$ cat config.mk
export PLATFORM = sky130hd
export DESIGN_NAME = id_ex_stage
export DESIGN_NICKNAME = d
export VERILOG_FILES = /design/src/rtl/id_ex_stage_pkg.sv /design/src/rtl/id_ex_stage_forward_unit.sv /design/src/rtl/id_ex_stage.sv
export SDC_FILE = /design/constraint.sdc
export NUM_CORES = 1
export LEC_CHECK = 0
export ABC_AREA = 1
export ABC_CLOCK_PERIOD_IN_PS = 3200
export BUFFER_PORTS_ARGS = -buffer_cell sky130_fd_sc_hd__buf_4
export CAP_MARGIN = 20
export CORE_AREA = 2 2 149 151
export CTS_BUF_LIST = sky130_fd_sc_hd__clkbuf_16
export DETAILED_ROUTE_END_ITERATION = 12
export DIE_AREA = 0 0 151 153
export PLACE_DENSITY_LB_ADDON = 0.25
export SLEW_MARGIN = 20
export SYNTH_ARGS = -nofsm -noshare
export SYNTH_HDL_FRONTEND = slang
export SYNTH_SLANG_ARGS = --single-unit
export TNS_END_PERCENT = 1
$ cat constraint.sdc
create_clock -name clk -period 3.2 [get_ports clk]
set_input_delay 0 -clock clk [delete_from_list [all_inputs] [get_ports clk]]
set_output_delay 0 -clock clk [all_outputs]
set_load 0.03 [all_outputs]
$ cat src/rtl/id_ex_stage_pkg.sv
// Shared widths, ALU function codes and the ID/EX payload layout for the
// ID/EX pipeline register and its forwarding logic.
package id_ex_stage_pkg;

  localparam int unsigned DATA_W  = 32;
  localparam int unsigned RADDR_W = 5;
  localparam int unsigned FUN_W   = 6;
  localparam int unsigned SHAMT_W = 5;

  localparam logic [RADDR_W-1:0] ZERO_REG = '0;

  typedef enum logic [FUN_W-1:0] {
    ALU_ADD = 6'b000000,
    ALU_SUB = 6'b000001,
    ALU_EQ  = 6'b110011,
    ALU_NEQ = 6'b110001,
    ALU_LT  = 6'b110101,
    ALU_LEZ = 6'b111101,
    ALU_GEZ = 6'b111001,
    ALU_GTZ = 6'b111111
  } alufun_e;

  typedef enum logic [1:0] {
    FWD_REG   = 2'd0,
    FWD_MEMWB = 2'd1,
    FWD_EXMEM = 2'd2
  } fwd_sel_e;

  typedef struct packed {
    logic                valid;
    logic [DATA_W-1:0]   pc;
    logic [DATA_W-1:0]   rs_data;
    logic [DATA_W-1:0]   rt_data;
    logic [DATA_W-1:0]   imm;
    logic [SHAMT_W-1:0]  shamt;
    logic [RADDR_W-1:0]  rs_addr;
    logic [RADDR_W-1:0]  rt_addr;
    logic [RADDR_W-1:0]  rd;
    logic                alusrc1;
    logic                alusrc2;
    logic [FUN_W-1:0]    alufun;
    logic                sign;
    logic                reg_write;
    logic                mem_read;
    logic                mem_write;
  } id_ex_t;

  // A writeback stage supplies addr when it writes a matching, non-zero register.
  function automatic logic wb_hits(input logic we, input logic [RADDR_W-1:0] rd,
                                   input logic [RADDR_W-1:0] addr);
    return we && (rd != ZERO_REG) && (rd == addr);
  endfunction

endpackage

$ cat src/rtl/id_ex_stage_forward_unit.sv
// Operand bypass for one source register: EX/MEM beats MEM/WB beats the
// register-file value latched in ID/EX.
module id_ex_stage_forward_unit
  import id_ex_stage_pkg::*;
(
  input  logic [RADDR_W-1:0] i_addr,
  input  logic [DATA_W-1:0]  i_reg_data,
  input  logic               i_exmem_reg_write,
  input  logic [RADDR_W-1:0] i_exmem_rd,
  input  logic [DATA_W-1:0]  i_exmem_result,
  input  logic               i_memwb_reg_write,
  input  logic [RADDR_W-1:0] i_memwb_rd,
  input  logic [DATA_W-1:0]  i_memwb_result,
  output logic [DATA_W-1:0]  o_data
);

  fwd_sel_e w_sel;

  always_comb begin
    w_sel = FWD_REG;
    if (wb_hits(i_exmem_reg_write, i_exmem_rd, i_addr))
      w_sel = FWD_EXMEM;
    else if (wb_hits(i_memwb_reg_write, i_memwb_rd, i_addr))
      w_sel = FWD_MEMWB;
  end

  always_comb begin
    o_data = i_reg_data;
    case (w_sel)
      FWD_EXMEM: o_data = i_exmem_result;
      FWD_MEMWB: o_data = i_memwb_result;
      default:   o_data = i_reg_data;
    endcase
  end

endmodule

$ cat src/rtl/id_ex_stage.sv
// ID/EX pipeline register feeding the ALU: latches decoded fields, forwards
// operands, detects load-use hazards and inserts bubbles on stall or flush.
module id_ex_stage
  import id_ex_stage_pkg::*;
(
  input  logic               clk,
  input  logic               reset,
  input  logic               id_valid,
  input  logic [DATA_W-1:0]  id_pc,
  input  logic [DATA_W-1:0]  id_rs_data,
  input  logic [DATA_W-1:0]  id_rt_data,
  input  logic [DATA_W-1:0]  id_imm,
  input  logic [SHAMT_W-1:0] id_shamt,
  input  logic [RADDR_W-1:0] id_rs_addr,
  input  logic [RADDR_W-1:0] id_rt_addr,
  input  logic [RADDR_W-1:0] id_rd_addr,
  input  logic               id_alusrc1,
  input  logic               id_alusrc2,
  input  logic [FUN_W-1:0]   id_alufun,
  input  logic               id_sign,
  input  logic               id_reg_write,
  input  logic               id_mem_read,
  input  logic               id_mem_write,
  input  logic               exmem_reg_write,
  input  logic [RADDR_W-1:0] exmem_rd,
  input  logic [DATA_W-1:0]  exmem_result,
  input  logic               memwb_reg_write,
  input  logic [RADDR_W-1:0] memwb_rd,
  input  logic [DATA_W-1:0]  memwb_result,
  input  logic               hold,
  input  logic               flush,
  output logic               stall_id,
  output logic               ex_valid,
  output logic [DATA_W-1:0]  ex_pc,
  output logic [DATA_W-1:0]  ex_A,
  output logic [DATA_W-1:0]  ex_B,
  output logic [FUN_W-1:0]   ex_alufun,
  output logic               ex_sign,
  output logic [DATA_W-1:0]  ex_store_data,
  output logic [RADDR_W-1:0] ex_rd,
  output logic               ex_reg_write,
  output logic               ex_mem_read,
  output logic               ex_mem_write
);

  id_ex_t            r_ex;
  logic              r_flush_pend;
  id_ex_t            w_load;
  logic              w_bubble;
  logic [DATA_W-1:0] w_fwd_rs;
  logic [DATA_W-1:0] w_fwd_rt;

  // Load-use: the load in EX has no data until MEM, so ID must wait one cycle.
  always_comb begin
    stall_id = id_valid && r_ex.valid && r_ex.mem_read && (r_ex.rd != ZERO_REG) &&
               ((r_ex.rd == id_rs_addr) || (r_ex.rd == id_rt_addr)) &&
               !flush && !r_flush_pend;
  end

  assign w_bubble = flush || r_flush_pend || stall_id;

  // Controls are qualified by id_valid so an empty slot never writes.
  always_comb begin
    w_load           = '0;
    w_load.valid     = id_valid;
    w_load.pc        = id_pc;
    w_load.rs_data   = id_rs_data;
    w_load.rt_data   = id_rt_data;
    w_load.imm       = id_imm;
    w_load.shamt     = id_shamt;
    w_load.rs_addr   = id_rs_addr;
    w_load.rt_addr   = id_rt_addr;
    w_load.rd        = id_rd_addr;
    w_load.alusrc1   = id_alusrc1;
    w_load.alusrc2   = id_alusrc2;
    w_load.alufun    = id_alufun;
    w_load.sign      = id_sign;
    w_load.reg_write = id_reg_write && id_valid;
    w_load.mem_read  = id_mem_read && id_valid;
    w_load.mem_write = id_mem_write && id_valid;
  end

  always_ff @(posedge clk) begin
    if (reset) begin
      r_ex         <= '0;
      r_flush_pend <= 1'b0;
    end else if (hold) begin
      r_flush_pend <= r_flush_pend | flush;
    end else if (w_bubble) begin
      r_ex         <= '0;
      r_flush_pend <= 1'b0;
    end else begin
      r_ex         <= w_load;
      r_flush_pend <= 1'b0;
    end
  end

  id_ex_stage_forward_unit u_fwd_rs (
    .i_addr            (r_ex.rs_addr),
    .i_reg_data        (r_ex.rs_data),
    .i_exmem_reg_write (exmem_reg_write),
    .i_exmem_rd        (exmem_rd),
    .i_exmem_result    (exmem_result),
    .i_memwb_reg_write (memwb_reg_write),
    .i_memwb_rd        (memwb_rd),
    .i_memwb_result    (memwb_result),
    .o_data            (w_fwd_rs)
  );

  id_ex_stage_forward_unit u_fwd_rt (
    .i_addr            (r_ex.rt_addr),
    .i_reg_data        (r_ex.rt_data),
    .i_exmem_reg_write (exmem_reg_write),
    .i_exmem_rd        (exmem_rd),
    .i_exmem_result    (exmem_result),
    .i_memwb_reg_write (memwb_reg_write),
    .i_memwb_rd        (memwb_rd),
    .i_memwb_result    (memwb_result),
    .o_data            (w_fwd_rt)
  );

  assign ex_valid      = r_ex.valid;
  assign ex_pc         = r_ex.pc;
  assign ex_A          = r_ex.alusrc1 ? DATA_W'(r_ex.shamt) : w_fwd_rs;
  assign ex_B          = r_ex.alusrc2 ? r_ex.imm : w_fwd_rt;
  assign ex_alufun     = r_ex.alufun;
  assign ex_sign       = r_ex.sign;
  assign ex_store_data = w_fwd_rt;
  assign ex_rd         = r_ex.rd;
  assign ex_reg_write  = r_ex.reg_write;
  assign ex_mem_read   = r_ex.mem_read;
  assign ex_mem_write  = r_ex.mem_write;

endmodule

======== Word-level counts from Yosys, hierarchy flattened ========
Index checks and enable logic that the tools add are counted.
operators by class
  bitwise gates (word level) .............. 2
  shift operators ......................... 0
  muxes and demuxes ....................... 9
  equality and inequality tests ........... 10
  order comparisons ....................... 0
  $mul .................................... 0
  reduce and logical (&&, ||, !) cells .... 24
  divide/modulo/power cells ............... 0
  $add $sub $neg .......................... 0
operator list
  kind                number
  $mux 161            1
  $pmux 32 s2         2
  $mux 32             2
  $eq 5x5->1          6
  $logic_and 1x1->1   15
  $reduce_bool 5->1   3
  $eq 2x1->1 const B  2
  $eq 2x2->1 const B  2
  $mux 2              2
  $logic_or 1x1->1    3
  $logic_not 1->1     2
  $mux 1              2
  $reduce_or 2->1     1
  $not 1->1           1
  $or 1x1->1          1
word-level totals
  input port bits ......................... 241
  memories ................................ 0
  memory bits (writable) .................. 0
  word-level logic and storage cells ...... 62
  register bits ........................... 162
  bits in latches ......................... 0
  ROM bits ................................ 0
  output and inout port bits .............. 145

======== Longest topological paths before layout ========
  word-level depth ........................ 8
  mapped depth ............................ 12
  depth with buffers taken out ............ 11

======== Modules after synthesis ========
Synthesis repeated with hierarchy kept, for this count alone.
unflattened totals
  cell total of the unflattened synthesis .. 1331
  area total of the unflattened synthesis .. 9818.2 um^2
modules (own cells, without submodules)
  module                    times used  area an instance (um^2)  sequential area each (um^2)  cells an instance
  id_ex_stage               1           7035.5                   3243.1                       913
  id_ex_stage_forward_unit  2           1391.3                   0.0                          209

======== Worst setup path before layout ========
Ideal clock, no wire load.
  path kind ............................... reg-to-output
  start point ............................. reg r_ex[21] (netlist bit)
  end point ............................... out ex_B[24]
  arrival time ............................ 1.661 ns
  cell stages (with the launch flop) ...... 9
  required time ........................... 3.200 ns
  path buffers ............................ 1
  setup slack ............................. 1.539 ns
  cells stage by stage .................... dfxtp_1 > xor2_1 > nor2_4 > nand3_2 > buf_2 > nand3_1 > nand3_1 > nand2_1 > nand2_1
on the way
  word-level cells in the longest chain between the ends .. 7
  elaborated cells between the ends (all ways) .. 10
  classes of those cells .................. eq/ne: 4; mux: 4; reduce/logical: 2
ends and longest elaborated chain
  what                                      line                            RTL
  from (decl)                               id_ex_stage.sv:46               id_ex_t r_ex;
  from (signal assigned)                    id_ex_stage.sv:93               r_ex <= w_load;
  $eq 5x5->1                                id_ex_stage_pkg.sv:51           return we && (rd != ZERO_REG) && (rd == addr);
  $logic_and 1x1->1                         id_ex_stage_pkg.sv:51
  $mux 1                                    id_ex_stage_forward_unit.sv:23  else if (wb_hits(i_memwb_reg_write, i_memwb_rd, i_addr))
  $mux 2 (*)                                id_ex_stage_forward_unit.sv:21  if (wb_hits(i_exmem_reg_write, i_exmem_rd, i_addr))
  $eq 2x1->1 or $eq 2x2->1 (tied branches)  id_ex_stage_forward_unit.sv:29  case (w_sel)
  $pmux 32 s2 (*)                           id_ex_stage_forward_unit.sv:29
  named net ex_store_data[24]               id_ex_stage.sv:39               output logic [DATA_W-1:0] ex_store_data,
  $mux 32 (*)                               id_ex_stage.sv:125              assign ex_B = r_ex.alusrc2 ? r_ex.imm : w_fwd_rt;
  to (decl)                                 id_ex_stage.sv:36               output logic [DATA_W-1:0] ex_B,
Mark *: on every way through the listed nets, which the timed path passes. The rest lies on a longest branch.

======== Worst setup path in the final report ========
  start point ............................. reg r_ex[17] (netlist bit)
  end point ............................... out ex_B[17]
on the way
  word-level cells in the longest chain between the ends .. 7
  elaborated cells between the ends (all ways) .. 10
  classes of those cells .................. eq/ne: 4; mux: 4; reduce/logical: 2
ends and longest elaborated chain
  what                                      line
  $eq 5x5->1                                id_ex_stage_pkg.sv:51
  $logic_and 1x1->1                         id_ex_stage_pkg.sv:51
  $mux 1                                    id_ex_stage_forward_unit.sv:23
  $mux 2 (*)                                id_ex_stage_forward_unit.sv:21
  $eq 2x1->1 or $eq 2x2->1 (tied branches)  id_ex_stage_forward_unit.sv:29
  $pmux 32 s2 (*)                           id_ex_stage_forward_unit.sv:29
  $mux 32 (*)                               id_ex_stage.sv:125
Mark *: on every way between the ends. The rest lies on a longest branch, timed or not.

==> results by group <==
Run status
  – Status: finished, final reports clean

Critical path
  – WP data arrival: ~2700 ps
  – R2r startpoint: ex_rd[0]$_SDFFE_PP0N_
  – Worst setup path start: r_ex[17]$_SDFFE_PP0N_
  – CP required: 3200 ps
  – Flop2flop setup slack: between 700 and 800 ps
  – Setup crit end kind: primary output
  – CP most frequent cell: nand2_1
  – Max stage delay on crit path: slightly above 500 ps
  – CP max FO: 35
  – Slowest CP cell: nand3_2
  – Setup CP Type: flop to primary output
  – Type of origin of the critical path: flop
  – R2R depth: 8
  – R2R Path End: r_ex[20]$_SDFFE_PP0N_
  – Cell chain of the critical path: xnor2_1 -> nand2_1 -> nor2_1 -> nand3_2 -> buf_12 -> nand3_1 -> nand3_2 -> nand2_1 -> nand2_1 -> buf_4
  – CP endpoint: ex_B[17]

Global routing
  – Most Crowded Layer GR: met2
  – GRT met3 Usage: just over 7%
  – Routing usage on met1: 34.7%
  – Initial antenna violation count: 4
  – Grt total ovfl: 0
  – Met2 Use GR: roughly half
  – GRT Util Overall: around 30%
  – First-pass GRT wire length: ~55 mm
  – Vias in the first global route: roughly 11k
  – Largest net degree at the start of global routing: roughly 150

Placement
  – Hpwl dp: around 24 mm
  – Placer Congestion: 0.926
  – Number of port buffers: approximately 390

Clocking
  – CTS buffer count: 17
  – Post-cts resize count: 0
  – CTS hold repair buffers: about 170
  – CTS clk-pin slew, worst paths: approximately 70 ps
  – CTS root buf: clkbuf_16
  – CTS tree: yes
  – Clk_lat worst skew: 440 ps
  – Post-CTS setup buffers: 0
  – TritonCTS Sinks: about 160
  – H-Tree Depth: 4
  – Deepest clock path buffer count: 2

Timing
  – Final-report hold violation count: 0
  – Setup TNS: 0 ps
  – # setup viols final: 0
  – Fmax: around 370 MHz
  – Pins Over Slew Limit: 0
  – Final min period: approximately 2700 ps
  – Slew headroom: between 40% and 50%
  – Tcrit/Tclk final: 85.0%
  – RSZ-0062 raised after global routing: false
  – Worst-margin pin slew: 878 ps
  – Clk_skew: 17.7 ps

Yosys
  – Netlist cell types: 29
  – Synth Area per Inst: 6.73 sq um
  – Post-synthesis sequential area ratio: around 36%
  – Top area cells in the synthesized netlist: dfxtp_1, nand2_1, nand3_1
  – #FFs+latches synth: between 150 and 200
  – Post-synthesis cell count: about 1.3k
  – Mapped Area: 0.00891 sq mm
  – Syn Nets: between 1.5k and 2k
  – Yosys top cell by area: dfxtp_1
  – Yosys top cell area share: 36.4%
  – Yosys warning count: 0

Floorplanning
  – Starting Density: 41.5%
  – Core Region: around 0.021 sq mm
  – Ports: approximately 390
  – Die width: between 150 and 200 microns
  – Die Y: 153 microns
  – Die Area: approximately 0.023 sq mm
  – Num rows: between 50 and 60

Power and ir drop
  – Cell Pwr Density: 391 mW/mm^2
  – Max IR drop VDD: 0.333 mV
  – Leak: ~7.3 nW

Detailed routing
  – Via count: approximately 11k
  – Routed WL per cell: between 15 and 20 microns
  – Detail Route Antenna Nets: 0
  – First-pass detailed-route iteration total: 6
  – DR iter-0 viols: ~620
  – Via density per instance: 5.10
  – Drt total wl: about 35 mm
  – # DRC: 0

Finish
  – Synth-to-layout area growth: 55.0%
  – Final Util: around 64%
  – Fill cells: approximately 1.9k
  – Nets: 2,014
  – Layout cells sized above 1: 28.2%

Run
  – Max-cap violations: 0

Min path
  – Worst hold path depth: 4
  – HP Class: input port to flop
cells by family (layout without fill, tap and decap cells):
| kind of cell | after synthesis | in the layout | share of synthesized area, % |
|---|---|---|---|
| AND/OR/NAND/NOR | 922 | 922 | 48.2 |
| AO/OA/AOI/OAI | 17 | 17 | 0.997 |
| XOR/XNOR | 21 | 21 | 2.06 |
| buffers and inverters | 201 | 664 | 12.3 |
| flip-flops | 162 | 162 | 36.4 |
| other | 0 | 4 | 0 |
cell usage in the layout, fill, tap and decap left out, types with 6 or more instances in the layout:
| cell | instances |
|---|---|
| nor2_1 | 13 |
| clkinv_8 | 6 |
| nand2_1 | 492 |
| dfxtp_1 | 162 |
| xor2_1 | 9 |
| clkbuf_16 | 17 |
| inv_1 | 61 |
| nand3_2 | 52 |
| o21ai_0 | 13 |
| xnor2_1 | 12 |
| nand3_1 | 339 |
| buf_4 | 395 |
| dlygate4sd3_1 | 169 |
cell type report:
type | instances | area (sq um) | area share [%]
Tap cell | 280 | 350 | 2.54
Timing Repair Buffer | 568 | 4740 | 34.3
Antenna cell | 4 | 10.0 | 0.0725
Inverter | 64 | 241 | 1.75
Clock inverter | 15 | 189 | 1.37
Clock buffer | 17 | 425 | 3.08
Sequential cell | 162 | 3240 | 23.5
Multi-Input combinational cell | 960 | 4610 | 33.4
cells in the mapped netlist, drive strengths merged:
cell type,number
nor2,18
nor4,1
nand2,497
a31o,1
nor2b,1
a21oi,3
dfxtp,162
or2,5
nand4,4
nand3b,1
inv,63
xnor2,12
buf,107
nand3,391
nor3,4
o21ai,13
clkbuf,30
clkinv,1
xor2,9
metrics by stage:
stage	worst slack [ps]	power, mW	cells	cell area [sq um]	hold slack, ps
2_1_floorplan	1540	2.68	1323	8910	131
3_3_place_gp	1010	3.15	1865	11500	215
3_5_place_dp	954	3.15	1865	11500	218
4_1_cts	522	5.41	2066	13800	18.9
5_1_grt	219	5.59	2070	13800	51.2
6_report	481	5.40	2070	13800	20.4
registers in the layout, indices dropped and copies added, names as in the netlist:
register,flops
ex_valid,1
ex_rd,5
ex_reg_write,1
ex_sign,1
ex_pc,32
r_flush_pend,1
ex_alufun,6
r_ex,113
ex_mem_write,1
ex_mem_read,1
worst max-delay path, delay by kind of cell (launching register included):
| kind | cells | cell delay [ps] |
|---|---|---|
| flip-flops | 1 | 390 |
| AND/OR/NAND/NOR | 7 | 1170 |
| XOR/XNOR | 1 | 130 |
| buffers and inverters | 2 | 580 |
where the power goes:
part	switching (mW)	internal [mW]	leakage (nW)	total [mW]
Clock	1.05	1.07	0.298	2.11
Sequential	0.0474	2.09	1.32	2.14
Combinational	0.605	0.547	5.66	1.15
Total	1.70	3.71	7.27	5.40
per-layer routing:
layer / share of wire (%) / up-vias / routed length [microns]
met1: 39 / 4860 / 13700
met3: 8.0 / 104 / 2830
met5: 0 / - / 0
met2: 49 / 478 / 17400
li1: - / 5125 / -
met4: 4.1 / 0 / 1450
how the worst min path moves through the flow:
stage                            start                         to
after CTS                         hold      r_ex[18]$_SDFFE_PP0N_
after floorplan           id_alufun[0]  ex_alufun[0]$_SDFFE_PP0N_
final                             hold      r_ex[21]$_SDFFE_PP0N_
after detailed placement     id_imm[5]      r_ex[37]$_SDFFE_PP0N_
after global routing              hold      r_ex[23]$_SDFFE_PP0N_
after global placement        id_pc[9]      ex_pc[9]$_SDFFE_PP0N_
(Power assumes the default switching activity.)
